--- config.mk ---
export PLATFORM = sky130hd
export DESIGN_NAME = div_unit_seq
export DESIGN_NICKNAME = d
export VERILOG_FILES = /design/src/rtl/div_unit_seq.sv
export SDC_FILE = /design/constraint.sdc
export NUM_CORES = 1
export LEC_CHECK = 0
export BUFFER_PORTS_ARGS = -buffer_cell sky130_fd_sc_hd__buf_4
export CAP_MARGIN = 20
export CORE_ASPECT_RATIO = 0.8
export CORE_MARGIN = 5
export CORE_UTILIZATION = 32
export DETAILED_ROUTE_END_ITERATION = 8
export HOLD_SLACK_MARGIN = 0.15
export PLACE_DENSITY = 0.61
export SLEW_MARGIN = 20
export SYNTH_ARGS = -nofsm -noshare
export SYNTH_HDL_FRONTEND = slang
export SYNTH_SLANG_ARGS = --single-unit
--- constraint.sdc ---
create_clock -name clk -period 11.45 [get_ports clk]
set_clock_uncertainty 0.2 [all_clocks]
set_input_delay 1.145 -clock clk [delete_from_list [all_inputs] [get_ports clk]]
set_output_delay 1.145 -clock clk [all_outputs]
set_load 0.05 [all_outputs]
--- src/rtl/div_unit_seq.sv ---
// Multi-cycle RV32M divide unit: radix-2 restoring divider with one op in flight.
// It accepts an op from the reservation station and holds the result until the CDB grants it.
module div_unit_seq #(
    parameter int XLEN     = 32,
    parameter int ROB_ID_W = 3,
    parameter int PREG_W   = 6
) (
    input  logic                clk,
    input  logic                rst_n,
    input  logic                flush,
    input  logic                req_valid,
    output logic                req_ready,
    input  logic [1:0]          req_div_type,
    input  logic [XLEN-1:0]     req_a,
    input  logic [XLEN-1:0]     req_b,
    input  logic [ROB_ID_W-1:0] req_rob_id,
    input  logic [PREG_W-1:0]   req_prd,
    output logic                resp_valid,
    input  logic                resp_ready,
    output logic [XLEN-1:0]     resp_value,
    output logic [ROB_ID_W-1:0] resp_rob_id,
    output logic [PREG_W-1:0]   resp_prd,
    output logic                busy
);
    localparam int CNT_W = $clog2(XLEN);

    // valid/ready: a transfer happens on a rising edge where valid && ready are both high.
    // The payload must stay stable while valid is high and ready is low.
    typedef enum logic [1:0] {S_IDLE, S_BUSY, S_DONE} state_t;

    state_t             state;
    logic [CNT_W-1:0]   cnt;
    logic [XLEN-1:0]    divisor;
    logic [XLEN-1:0]    quo;
    logic [XLEN:0]      prem;
    logic               neg_res;
    logic               is_rem;

    logic               signed_op;
    logic               rem_op;
    logic               a_neg;
    logic               b_neg;
    logic [XLEN-1:0]    abs_a;
    logic [XLEN-1:0]    abs_b;
    logic               div_zero;
    logic               ovf;

    logic [XLEN:0]      shifted;
    logic [XLEN:0]      trial;
    logic               q_bit;
    logic [XLEN:0]      next_rem;
    logic [XLEN-1:0]    next_quo;
    logic [XLEN-1:0]    raw;
    logic [XLEN-1:0]    fixed;

    assign req_ready  = (state == S_IDLE) && !flush;
    assign resp_valid = (state == S_DONE);
    assign busy       = (state != S_IDLE);

    always_comb begin
        signed_op = ~req_div_type[0];
        rem_op    = req_div_type[1];
        a_neg     = signed_op && req_a[XLEN-1];
        b_neg     = signed_op && req_b[XLEN-1];
        abs_a     = a_neg ? (~req_a + 1'b1) : req_a;
        abs_b     = b_neg ? (~req_b + 1'b1) : req_b;
        div_zero  = (req_b == '0);
        ovf       = signed_op && (req_a == {1'b1, {(XLEN-1){1'b0}}}) && (req_b == '1);
    end

    // One restoring step; the partial remainder stays below the divisor, so its low XLEN bits suffice.
    always_comb begin
        shifted  = {prem[XLEN-1:0], quo[XLEN-1]};
        trial    = shifted - {1'b0, divisor};
        q_bit    = ~trial[XLEN];
        next_rem = q_bit ? trial : shifted;
        next_quo = {quo[XLEN-2:0], q_bit};
        raw      = is_rem ? next_rem[XLEN-1:0] : next_quo;
        fixed    = neg_res ? (~raw + 1'b1) : raw;
    end

    always_ff @(posedge clk or negedge rst_n) begin
        if (!rst_n) begin
            state       <= S_IDLE;
            cnt         <= '0;
            divisor     <= '0;
            quo         <= '0;
            prem        <= '0;
            neg_res     <= 1'b0;
            is_rem      <= 1'b0;
            resp_value  <= '0;
            resp_rob_id <= '0;
            resp_prd    <= '0;
        end else if (flush) begin
            state <= S_IDLE;
            cnt   <= '0;
        end else begin
            case (state)
                S_IDLE: begin
                    if (req_valid) begin
                        resp_rob_id <= req_rob_id;
                        resp_prd    <= req_prd;
                        is_rem      <= rem_op;
                        if (div_zero) begin
                            resp_value <= rem_op ? req_a : '1;
                            state      <= S_DONE;
                        end else if (ovf) begin
                            resp_value <= rem_op ? '0 : {1'b1, {(XLEN-1){1'b0}}};
                            state      <= S_DONE;
                        end else begin
                            divisor <= abs_b;
                            quo     <= abs_a;
                            prem    <= '0;
                            neg_res <= rem_op ? a_neg : (a_neg ^ b_neg);
                            cnt     <= '0;
                            state   <= S_BUSY;
                        end
                    end
                end
                S_BUSY: begin
                    prem <= next_rem;
                    quo  <= next_quo;
                    cnt  <= cnt + 1'b1;
                    if (cnt == CNT_W'(XLEN-1)) begin
                        resp_value <= fixed;
                        state      <= S_DONE;
                    end
                end
                S_DONE: begin
                    if (resp_ready) state <= S_IDLE;
                end
                default: state <= S_IDLE;
            endcase
        end
    end
endmodule

==> Word-level counts from Yosys, hierarchy flattened <==
Cells that the tools add are included.
{ "word_totals": {"register_bits": 146, "word_cells": 89, "output_inout_bits": 44, "latch_bits": 0, "input_bits": 80, "ram_bits": 0, "memories": 0, "romBits": 0} }
{ "op_classes": {"shifts": 0, "mul": 0, "eq_ne": 15, "bitwise": 9, "reduce_logical": 17, "n_addsub": 5, "n_lt_le_gt_ge": 0, "n_div": 0, "n_mux": 33} }
{ "ops": {"columns": ["op", "n"], "rows": [
  ["two-way mux 32 bit", 17],
  ["one-hot mux 32 bit (2 select lines)", 3],
  ["adder 32 x 1 -> 32 bit, second input constant", 3],
  ["inverter 32 bit", 3],
  ["== test 32 bit, second input constant", 2],
  ["subtractor 33 x 32 -> 33 bit", 1],
  ["zero test 32 bit", 1],
  ["two-way mux 5 bit", 4],
  ["!= test 3 bit, second input constant", 5],
  ["AND reduction 5 bit", 3],
  ["two-way mux 2 bit", 6],
  ["one-hot mux 5 bit (2 select lines)", 1],
  ["!= test 2 bit, second input constant", 4],
  ["one-hot mux 2 bit (3 select lines)", 1],
  ["AND reduction 3 bit", 2],
  ["adder 5 x 1 -> 5 bit, second input constant", 1],
  ["== test 5 bit, second input constant", 1],
  ["logical AND 1 bit", 5],
  ["inverter 1 bit", 5],
  ["AND reduction 4 bit", 1],
  ["nonzero test 2 bit", 2],
  ["!= test 3 x 2 -> 1 bit, second input constant", 1],
  ["nonzero test 3 bit", 1],
  ["== test 2 x 1 -> 1 bit, second input constant", 1],
  ["5 further kinds", 5]
]} }

==> Longest topological paths before layout <==
Gate-level depths: netlist (run 1).
{ "logic_depth": {"depth_word": 8, "depth_mapped": 22, "mapped_depth_nobuf": 19} }

==> Worst setup path after synthesis (run 1) <==
OpenSTA, ideal clock, no wires.
{ "synth_timing": {"kind": "register -> register", "from": "reg quo[31]", "to": "reg resp_value[26]", "synth_period_minus_slack_ns": 5.621, "n_path_buf": 4, "arrival_time_ns": 5.279, "path_stages_with_launch": 23, "setup_time_ns": 0.142, "slack_ns": 5.829, "required_ns": 11.108, "cell_sequence": "dfrtp_1 inv_1 ha_1 inv_1 fa_1 a211oi_1 o211ai_1 and3_1 o211ai_1 o211a_1 buf_6 clkbuf_1 clkbuf_1 buf_1 nor3_1 a21oi_1 ha_1 nor4b_4 o211ai_4 or4_4 o41ai_4 xnor2_1 a31oi_1"} }
{ "synth_between": {"elab_chain_cells": 8, "word_cells_on_any_way": 9, "classes_between": "add/sub: 2; mux: 5; bitwise: 2"} }
{ "synth_rtl": {"columns": ["element", "line", "rtl"], "rows": [
  ["start, declared", "34", "logic [XLEN-1:0] quo;"],
  ["start signal, assigned", "112", "quo <= abs_a;"],
  ["start signal, assigned", "122", "quo <= next_quo;"],
  ["subtractor 33 x 32 -> 33 bit", "74", "trial = shifted - {1'b0, divisor};"],
  ["two-way mux 32 bit or inverter 1 bit (tied branches)", "76, 75", null],
  ["two-way mux 32 bit *", "78", "raw = is_rem ? next_rem[XLEN-1:0] : next_quo;"],
  ["inverter 32 bit", "79", "fixed = neg_res ? (~raw + 1'b1) : raw;"],
  ["adder 32 x 1 -> 32 bit", "79", null],
  ["two-way mux 32 bit *", "79", null],
  ["two-way mux 32 bit *", "124", "if (cnt == CNT_W'(XLEN-1)) begin"],
  ["one-hot mux 32 bit (2 select lines) *", "98", "case (state)"],
  ["end signal, assigned", "105", "resp_value <= rem_op ? req_a : '1;"],
  ["end signal, assigned", "108", "resp_value <= rem_op ? '0 : {1'b1, {(XLEN-1){1'b0}}};"],
  ["end signal, assigned", "125", "resp_value <= fixed;"],
  ["end, declared", "20", "output logic [XLEN-1:0] resp_value,"]
]} }
Every way passes the cells marked *; elsewhere a longest branch is shown, timed or not. The select of a mux whose other input is x is not followed.
A chain may end at the register's enable or synchronous reset.

==> Final worst setup path (run 1) <==
{ "layout_timing": {"from": "reg quo[31]", "to": "reg resp_value[28]"} }
The elaborated chain is that of the path after synthesis.

==> results of run 1 <==
-- worst min-delay path, cell delays in order (launching register included) --
cell     delay [ps]
dfrtp_1         350
nand2_1          50
o21ai_0          60
-- power groups by stage --
stage | clock network (mW) | logic, mW | registers [mW]
final | 0.550 | 0.644 | 0.630
after global routing | 0.581 | 0.714 | 0.639
after CTS | 0.559 | 0.644 | 0.630
after detailed placement | 0 | 0.641 | 0.638
after global placement | 0 | 0.634 | 0.638
after floorplan | 0 | 0.428 | 0.657
-- path summary, 6_finish.rpt --
check | startpoint | to | slack (ps) | depth (start not counted)
max | quo[31] | resp_value[28] | 5990 | 16
min | resp_value[0] | resp_value[0] | 300 | 2
max reg2reg | quo[31] | resp_value[28] | 5990 | 16
min reg2reg | resp_value[0] | resp_value[0] | 300 | 2
max in group asynchronous | rst_n | prem[2] | 9350 | 2
min in group asynchronous | rst_n | resp_prd[1] | 490 | 1
-- cells by family (layout without fill, tap and decap cells) --
group | Yosys count | count (layout) | synth area share, %
buffers and inverters | 144 | 226 | 4.92
muxes | 38 | 38 | 3.53
and+or+nand+nor | 539 | 539 | 22.0
DFF | 146 | 146 | 31.8
AOI/OAI and AO/OA | 497 | 497 | 25.9
adders and majority gates | 39 | 39 | 4.31
xor gates and xnor gates | 99 | 99 | 7.54
-- per-layer routing --
metal	wire (um)	part of all wire, %
met1	17400	46
met2	17900	47
met3	1620	4.3
met4	817	2.2
met5	0	0
-- sequential cells by signal, indices dropped and copies added (netlist names) --
name         cells
resp_rob_id      3
resp_value      32
cnt              5
quo             32
resp_prd         6
divisor         32
is_rem           1
neg_res          1
prem            32
state            2
-- metrics by stage --
stage	std cells	power, mW	util (%)
after global routing	2064	1.93	37.5
after global placement	2033	1.27	35.9
after detailed placement	2033	1.28	35.9
final	2064	1.82	37.5
after floorplan	1502	1.08	-
after CTS	2064	1.83	37.4
-- placed cells by master, fill, tap and decap left out, types with 38 or more instances in the layout --
master and n:
inv_1 59, nor2_1 152, a21oi_1 149, o21ai_0 181, nand2_1 185, dfrtp_1 145, nor3_1 51, xnor2_1 64
buf_4 134, ha_1 38
-- final cells by class --
type                       count  area (um2)
fill                        3831       22300
multi-input combinational   1212        7310
sequential                   146        3650
timing repair buffer         136        1030
tap                          480         601
clock buffer                  22         474
inverter                      59         221
clock inverter                 9        82.6
==> impl_metrics.csv, run 1 <==
group,metric,value,unit
run_status,outcome,"completed",
setup_path,required,11580,ps
synthesis,synth_top_cell_by_area,"dfrtp_1",
synthesis,synth.most_common_cell,"nand2_1",
setup_path,path_max_fanout,7,
routing,drt-pass1-iter-count,7,
timing,worstMarginPinSlew,1070,ps
pwr,seqPwrFrac,34.5,%
clocking,clock_path_buffers,2,
timing,min_period_over_period,47.7,%
setup_path,crit_buf_inv,2,
layout,diodes,0,
routing,vias,11331,
grt,top_usage_layer,"met2",
setup_path,startpoint_type,"flip-flop",
floorplan,fp.dieH,180,um
synthesis,netlist_area,0.0115,mm2
timing,final-setup-viol-count,0,
setup_path,crit_path_end_kind,"flip-flop",
clocking,hold_buffers,0,
layout,final_layout_size_suffix_gt1_share,13.2,%
synthesis,syn_nets,1621,
clocking,path_clk_slew,60,ps
grt,use_met1,25.3,%
synthesis,synth_common_cells,"185 x nand2_1, 181 x o21ai_0, 153 x nor2_1",
grt,grtUsageTotal,18.7,%
synthesis,synthDistinctLibCells,78,
grt,grt_max_degree,85,
synthesis,synth_seq_cells,146,
setup_path,slowest_stage,"a2111oi_0",
floorplan,start_util,32.2,%
clocking,numClockSinks,146,
timing,worst_slack,5990,ps
clocking,htreeDepth,4,
routing,ant_nets,0,
setup_path,crit_path_max_incr_delay,870,ps
setup_path,crit_type,"flip-flop to flip-flop",
place,port_buffers,123,
timing,fmax,183,MHz
pwr,pwr-share-comb,35.3,%
floorplan,ioPinCount,124,
synthesis,syn_inst,1502,
layout,area_growth,16.3,%
synthesis,synth_edf_count,0,
timing,hold_viol,0,
pwr,clockPowerShare,30.2,%
clocking,cts_resized,0,
floorplan,die-area,0.0399,mm2
grt,met2_usage,30.9,%
setup_path,crit_family,"compound AO/OA/AOI/OAI gates",
routing,viasPerCell,5.49,
place,dpl-instance-area,0.0128,mm2
synthesis,synth-main-ff-cell,"dfrtp_1",
clocking,post_cts_buffers,0,
timing,timing.slew.headroom,28.6,%
routing,detail_route.wl_per_cell,18.3,um
timing,final.min_clock_period,5460,ps
setup_path,crit_chain,"inv_1, ha_1, inv_1, fa_1, a211oi_1, o21ai_1, a2111oi_0, o32ai_1, xor2_1, a2111oi_0, o211ai_1, nor3_1, nand3b_1, or3b_1, a211oi_1, o22ai_1",
clocking,cts_tree,"built",
grt,grt_pass1_vias,11013,
floorplan,core,0.0357,mm2
place,globalplace.congestion,0.936,
floorplan,rows,62,
pwr,p_leak,5.50,nW
routing,drtIter0Drc,973,
synthesis,synth_top_cell_area_share,31.8,%
min_path,worstHoldPathType,"flip-flop to flip-flop",
clocking,cts_made_buffers,17,
timing,drv_slew,0,
layout,fin_area,0.0134,mm2
timing,setup_tns,0,ps
clocking,clock_latency,450,ps
grt,antenna_found_initial,1,
floorplan,fp.dieW,222,um
synthesis,yosys-top-cells-area,"dfrtp_1 32%, o21ai_0 7.9%, a21oi_1 6.5%, nand2_1 6.0%, nor2_1 5.0%",
synthesis,ys_seq_area_share,31.8,%
synthesis,syn-mean-instance-area,7.66,um2
grt,gr-total-overflow,0,
timing,rsz0062_at_grt,"no",
pwr,p_per_area,136,mW/mm2
grt,grt_pass1_wl,60900,um
place,dp.final_hpwl,28700,um
routing,wirelength,37800,um
synthesis,ys_warn_count,0,
setup_path,arrival,5590,ps
place,dp_slack,5780,ps
pwr,irDropWorstVdd,80.4,uV
timing,whs,300,ps
pwr,switching_share,38.5,%
grt,grt.met3_usage,2.89,%
pwr,internal_power,1.12,mW
synthesis,async_reset_ff_share,100,%
pwr,p_switching,702,uW
layout,fin_nets,1691,
routing,drc_errors,0,
job,maxCapViolCount,0,
clocking,cts_root_buf,"clkbuf_16",
Power figures use the tool's default switching activity.
==> run 2: changes to the inputs <==
--- a/config.mk
+++ b/config.mk
@@ -5,6 +5,7 @@
 export SDC_FILE = /design/constraint.sdc
 export NUM_CORES = 1
 export LEC_CHECK = 0
+export ABC_AREA = 1
 export BUFFER_PORTS_ARGS = -buffer_cell sky130_fd_sc_hd__buf_4
 export CAP_MARGIN = 20
 export CORE_ASPECT_RATIO = 0.8
@@ -12,7 +13,7 @@
 export CORE_UTILIZATION = 32
 export DETAILED_ROUTE_END_ITERATION = 8
 export HOLD_SLACK_MARGIN = 0.15
-export PLACE_DENSITY = 0.61
+export PLACE_DENSITY = 0.6
 export SLEW_MARGIN = 20
 export SYNTH_ARGS = -nofsm -noshare
 export SYNTH_HDL_FRONTEND = slang
==> constraint.sdc (replaced) <==
create_clock -name clk -period 5.6 [get_ports clk]
set_clock_uncertainty 0.2 [all_clocks]
set_input_delay 0.56 -clock clk [delete_from_list [all_inputs] [get_ports clk]]
set_output_delay 0.56 -clock clk [all_outputs]
set_load 0.05 [all_outputs]
==> run 2 against run 1 <==
- non-clock buffer count increased by 19
- clock power is 110% higher
- total power rose to 4.9 times the previous value
- synthesized area is 13% higher
- utilization fell by 0.13 points
- sequential share of layout area decreased by 3.1 points
- sequential power rose to 2.8 times the previous value
- register-to-register slack worse by 4600 ps
- via count grew 24%
- critical path depth grew 11
- critical endpoint is now resp_value[24]
- largest power group unchanged
==> impl_metrics.csv, run 2 <==
group,metric,value,unit
run_status,outcome,"completed",
routing,drt-pass1-iter-count,6,
synthesis,syn-mean-instance-area,6.07,um2
synthesis,synth-main-ff-cell,"dfrtp_1",
timing,hold_viol,0,
pwr,fin_total_pwr,9.00,mW
clocking,clock_path_buffers,2,
place,dp.final_hpwl,38200,um
layout,instances_no_fill,2800,
timing,whs,203,ps
setup_path,slowest_stage,"fa_1",
grt,grt.met3_usage,4.11,%
clocking,clock_latency,460,ps
setup_path,cp_common_cell,"nand2_1",
layout,final_layout_size_suffix_gt1_share,11.7,%
timing,worstMarginPinSlew,994,ps
routing,drc_errors,0,
timing,timing.slew.headroom,33.7,%
synthesis,synth_seq_cells,146,
layout,area_growth,15.9,%
synthesis,yosys-top-cells-area,"dfrtp_1 28%, nand2_1 21%, inv_1 8.4%, nand3_1 6.8%, nor2_1 5.9%",
synthesis,synth.most_common_cell,"nand2_1",
layout,fin_nets,2362,
layout,final_cell_mix,"743 x nand2_1, 290 x inv_1, 203 x nor2_1",
place,port_buffers,123,
floorplan,core,0.0404,mm2
floorplan,ioPinCount,124,
floorplan,start_util,32.2,%
timing,rsz0062_at_grt,"no",
grt,met2_usage,31.0,%
synthesis,synth_common_cells,"743 x nand2_1, 291 x inv_1, 206 x nor2_1",
min_path,worstHoldPathType,"input pin to flip-flop",
timing,setup_tns,0,ps
synthesis,ys_seq_area_share,28.1,%
floorplan,fp.dieH,190,um
clocking,numClockSinks,146,
layout,diodes,0,
min_path,hold_path_depth,3,
synthesis,synth_top_cell_by_area,"dfrtp_1",
synthesis,synthDistinctLibCells,50,
clocking,post_cts_buffers,0,
setup_path,r2r_cells,27,
timing,drv_slew,0,
setup_path,worstSetupPathDepth,27,
setup_path,required,5780,ps
synthesis,synth_edf_count,0,
synthesis,async_reset_ff_share,100,%
setup_path,crit_path_end_kind,"flip-flop",
setup_path,crit_family,"simple AND/OR/NAND/NOR gates",
routing,drtIter0Drc,1669,
grt,use_met1,31.8,%
routing,vias,14048,
clocking,path_clk_slew,70,ps
grt,top_usage_layer,"met1",
timing,final.min_clock_period,4240,ps
grt,grt_pass1_wl,74900,um
clocking,cts_resized,0,
setup_path,crit_type,"flip-flop to flip-flop",
clocking,cts_root_buf,"clkbuf_16",
timing,final-setup-viol-count,0,
pwr,irDropWorstVdd,284,uV
synthesis,syn_nets,2261,
setup_path,crit_path_max_incr_delay,440,ps
grt,grt_max_degree,60,
routing,ant_nets,0,
floorplan,die-area,0.0448,mm2
routing,viasPerCell,5.02,
layout,final_common_cell,"nand2_1",
timing,min_period_over_period,75.7,%
floorplan,fp.dieW,235,um
timing,fmax,236,MHz
synthesis,ys_warn_count,0,
grt,grt_pass1_vias,13267,
pwr,p_leak,8.01,nW
clocking,cts_made_buffers,17,
synthesis,netlist_area,0.0130,mm2
place,place_inst,2757,
grt,gr-total-overflow,0,
routing,detail_route.wl_per_cell,17.0,um
floorplan,rows,66,
grt,grtUsageTotal,21.1,%
job,maxCapViolCount,0,
setup_path,arrival,4420,ps
grt,antenna_found_initial,3,
pwr,p_per_area,597,mW/mm2
clocking,cts_tree,"built",
setup_path,path_max_fanout,41,
setup_path,crit_buf_inv,5,
routing,wirelength,47600,um
clocking,htreeDepth,4,
synthesis,synth_top_cell_area_share,28.1,%
setup_path,startpoint_type,"flip-flop",
place,globalplace.congestion,0.994,
synthesis,syn_inst,2142,
## run 2: cell types whose count changed in the layout (fill, tap and decap cells not counted), moves of 18 or more
| cell | change |
|---|---|
| nor3_1 | -27 |
| nand3_1 | +161 |
| xnor2_1 | -44 |
| or3_1 | -23 |
| nor2_1 | +51 |
| inv_1 | +231 |
| a21oi_1 | -79 |
| o21ai_0 | -47 |
| mux2i_1 | -19 |
| o22ai_1 | +22 |
| nor4_1 | -18 |
| nand2_2 | +38 |
| a31oi_1 | -25 |
| nand2_1 | +558 |
## run 2: layer usage
layer,share of wire (%),vias to the layer above
li1,-,6956
met4,1.8,2
met2,41,500
met1,49,6535
met5,0.023,-
met3,7.8,55
## run 2: repair_timing
action                     in CTS  in global routing
hold buffers                   11                  0
hold endpoints to repair       44                  0
setup endpoints to repair       0                  0
## run 2: power by group
group	switching (mW)	total [mW]	internal (mW)	leakage (nW)
logic	4.31	6.13	1.82	5.89
registers	0.312	1.74	1.43	1.87
clock network	0.530	1.13	0.598	0.257
total	5.15	9.00	3.85	8.01
## run 2: path summary, 6_finish.rpt
kind | endpoint | from | slack, ps
worst min-delay path | divisor[30] | req_b[30] | 200
worst min register to register | resp_prd[4] | resp_prd[4] | 280
worst max-delay path | resp_value[24] | quo[31] | 1360
max in group asynchronous | neg_res | rst_n | 3610
worst max register to register | resp_value[24] | quo[31] | 1360
min in group asynchronous | prem[28] | rst_n | 400
## run 2: area by class of cell
cell class              count  area (um2)
clock buffers              20         457
clock inverters            12        98.8
fillers                  4438       25300
inverters                 298        1120
multi-input cells        1625        7870
flip-flops and latches    146        3660
well taps                 544         681
repair buffers            155        1190
## run 2: cell families (layout without fill, tap and decap cells)
family	after synthesis	after routing	synth area share, %
mux	1	1	0.0770
buf+inv	371	485	11.5
xor+xnor	63	63	4.24
fa+ha+maj	39	39	3.81
flops	146	146	28.1
compound gates	264	264	11.2
simple gates	1258	1258	41.2
## run 2: worst min-delay path: cells and delay by family
| family | cells | cell delay (ps) |
|---|---|---|
| AO/OA/AOI/OAI | 1 | 60 |
| buffers and inverters | 1 | 100 |
| XOR/XNOR | 1 | 100 |
## run 2: per-stage QoR
stage          worst slack [ps]  utilization [%]  instance area [um2]
6_report                   1360             37.3                15100
5_1_grt                     971             37.3                15100
3_3_place_gp               1420             35.7                14400
4_1_cts                    1350             37.3                15100
2_1_floorplan              2280                -                13000
3_5_place_dp               1370             35.7                14400
==> run 3: changes to the inputs <==
--- a/config.mk
+++ b/config.mk
@@ -13,7 +13,7 @@
 export CORE_UTILIZATION = 32
 export DETAILED_ROUTE_END_ITERATION = 8
 export HOLD_SLACK_MARGIN = 0.15
-export PLACE_DENSITY = 0.6
+export PLACE_DENSITY = 0.62
 export SLEW_MARGIN = 20
 export SYNTH_ARGS = -nofsm -noshare
 export SYNTH_HDL_FRONTEND = slang
==> constraint.sdc (replaced) <==
create_clock -name clk -period 3.4 [get_ports clk]
set_clock_uncertainty 0.2 [all_clocks]
set_input_delay 0.34 -clock clk [delete_from_list [all_inputs] [get_ports clk]]
set_output_delay 0.34 -clock clk [all_outputs]
set_load 0.05 [all_outputs]
==> run 3 against run 2 <==
- the run now ends with DRC, setup timing left
- utilization rose by 9.8 points
- combinational power rose to 2.5 times the previous value
- sequential power rose by 66%
- largest cell class unchanged
==> impl_metrics.csv, run 3 (synthesis gave the netlist of run 2 again) <==
group,metric,value,unit
grt,grtUsageTotal,23.3,%
timing,drv_slew,0,
clocking,clock_latency,450,ps
layout,area_growth,46.3,%
place,globalplace.congestion,0.953,
setup_path,crit_start,"divisor[31]",
setup_path,crit_path_end_kind,"flip-flop",
timing,final.min_clock_period,3580,ps
layout,fin_area,0.0190,mm2
setup_path,crit_type,"flip-flop to flip-flop",
setup_path,crit_path_max_incr_delay,380,ps
floorplan,fp.dieH,190,um
floorplan,core,0.0404,mm2
pwr,fin_total_pwr,20.5,mW
timing,worstMarginPinSlew,953,ps
setup_path,slowest_stage,"dfrtp_1",
setup_path,required,3580,ps
clocking,clock_path_buffers,2,
setup_path,rrSetupSlack,-180,ps
timing,rsz0062_at_grt,"yes",
layout,final_common_cell,"nand2_1",
grt,grt_pass1_vias,15027,
timing,whs,183,ps
place,dp_slack,-382,ps
routing,detail_route.wl_per_cell,16.8,um
layout,n_fill_cell,4063,
run_status,outcome,"complete, but fails checks",
clocking,cts_root_buf,"clkbuf_16",
setup_path,crit_chain,"inv_2, ha_1, a21o_1, nor2_1, nand2_1, a21oi_2, buf_6, nand2_4, nand2_8, nand2_8, buf_12, nand2_1, nand3_1, nand2_2, buf_4, nand2_1, nor2_1, nand2_1, nor2_1, nand2_2, nand3_1, nand3_1, a21oi_2",
min_path,worstHoldPathType,"input pin to flip-flop",
floorplan,start_util,32.2,%
clocking,cts_made_buffers,17,
place,dpl-instance-area,0.0164,mm2
grt,grt_pass1_wl,82700,um
timing,timing.slew.headroom,36.4,%
job,maxCapViolCount,0,
timing,fmax,279,MHz
routing,wirelength,52900,um
run_status,violations,"DRC, setup timing",
timing,min_period_over_period,105,%
layout,final_layout_size_suffix_gt1_share,27.8,%
layout,fin_nets,2705,
setup_path,startpoint_type,"flip-flop",
pwr,p_leak,9.95,nW
setup_path,arrival,3770,ps
grt,gr-total-overflow,0,
setup_path,rr_endpoint,"resp_value[26]",
place,dp.final_hpwl,41200,um
setup_path,endpoint,"resp_value[26]",
timing,final-setup-viol-count,25,
pwr,irDropWorstVdd,598,uV
timing,hold_viol,0,
floorplan,die-area,0.0448,mm2
grt,grt_max_degree,60,
clocking,cts_tree,"built",
routing,drc_errors,2,
place,port_buffers,123,
clocking,path_clk_slew,70,ps
routing,viasPerCell,4.91,
routing,drt-pass1-iter-count,9,
setup_path,cp_common_cell,"nand2_1",
routing,drtIter0Drc,1409,
routing,vias,15463,
setup_path,path_max_fanout,7,
layout,final_cell_mix,"680 x nand2_1, 401 x buf_4, 272 x inv_1",
pwr,p_per_area,1070,mW/mm2
floorplan,fp.dieW,235,um
grt,antenna_found_initial,4,
timing,worst_slack,-184,ps
floorplan,rows,66,
place,place_inst,3007,
min_path,hold_path_depth,5,
setup_path,r2r-start,"divisor[31]",
clocking,htreeDepth,4,
clocking,numClockSinks,146,
routing,ant_nets,0,
layout,instances_no_fill,3147,
floorplan,ioPinCount,124,
setup_path,r2r_cells,23,
-- run 3: cell types whose count changed in the layout (fill, tap and decap cells not counted), moves of 15 or more --
cell,change
nor2_2,+15
dlygate4sd3_1,+60
buf_4,+258
nand2_1,-63
nand3_1,-25
inv_1,-18
nor2_1,-29
nand3_2,+21
nand2_2,+47
-- run 3: what timing repair did --
action | in CTS | in global routing
cloned | 4 | 0
pin swaps | 45 | 50
endpoints found under the setup margin | 30 | 37
buffers inserted | 24 | 5
gates resized for setup | 132 | 105
hold buffers | 71 | 0
endpoints found under the hold margin | 137 | 0
-- run 3: worst min-delay path by stage --
stage | to | startpoint
2_1_floorplan | cnt[0] | rst_n
3_3_place_gp | prem[27] | rst_n
3_5_place_dp | prem[24] | rst_n
4_1_cts | resp_value[5] | req_a[5]
5_1_grt | divisor[23] | req_b[23]
6_report | resp_value[5] | req_a[5]
-- run 3: layout make-up --
| cell class | count | area [um2] | share of cell area (%) |
|---|---|---|---|
| multi-input combinational | 1625 | 8750 | 46.0 |
| timing repair buffer | 498 | 4200 | 22.1 |
| sequential | 146 | 3660 | 19.2 |
| inverter | 298 | 1130 | 5.94 |
| tap | 544 | 681 | 3.58 |
| clock buffer | 17 | 425 | 2.24 |
| clock inverter | 15 | 185 | 0.973 |
| antenna | 4 | 10.0 | 0.0526 |
-- run 3: routing by layer --
metal / vias to the layer above / share of wire [%] / global-route usage (%) / routed length, um
li1: 7660 / - / - / -
met1: 7260 / 47 / 34.5 / 25100
met2: 493 / 43 / 35.6 / 22700
met3: 48 / 8.1 / 4.54 / 4280
met4: 2 / 1.5 / 4.35 / 795
met5: - / 0.025 / 0 / 13
-- run 3: worst max-delay path: cells and delay by family, from the launching register on --
family | cells | cell delay, ps
simple gates | 15 | 1520
compound gates | 3 | 530
buf+inv | 4 | 580
flops | 1 | 380
fa+ha+maj | 1 | 290
-- run 3: per-stage QoR --
step | utilization, % | TNS (ps)
after CTS | 46.0 | -1300
after floorplan | - | 0
after global placement | 40.7 | -5490
after global routing | 47.1 | -7550
after detailed placement | 40.7 | -6590
final | 47.1 | -2600
-- run 3: where the power goes --
group | total, mW | internal [mW] | switching, mW
clock | 2.02 | 1.12 | 0.906
combinational | 15.5 | 6.68 | 8.86
sequential | 2.88 | 2.36 | 0.520
total | 20.5 | 10.2 | 10.3
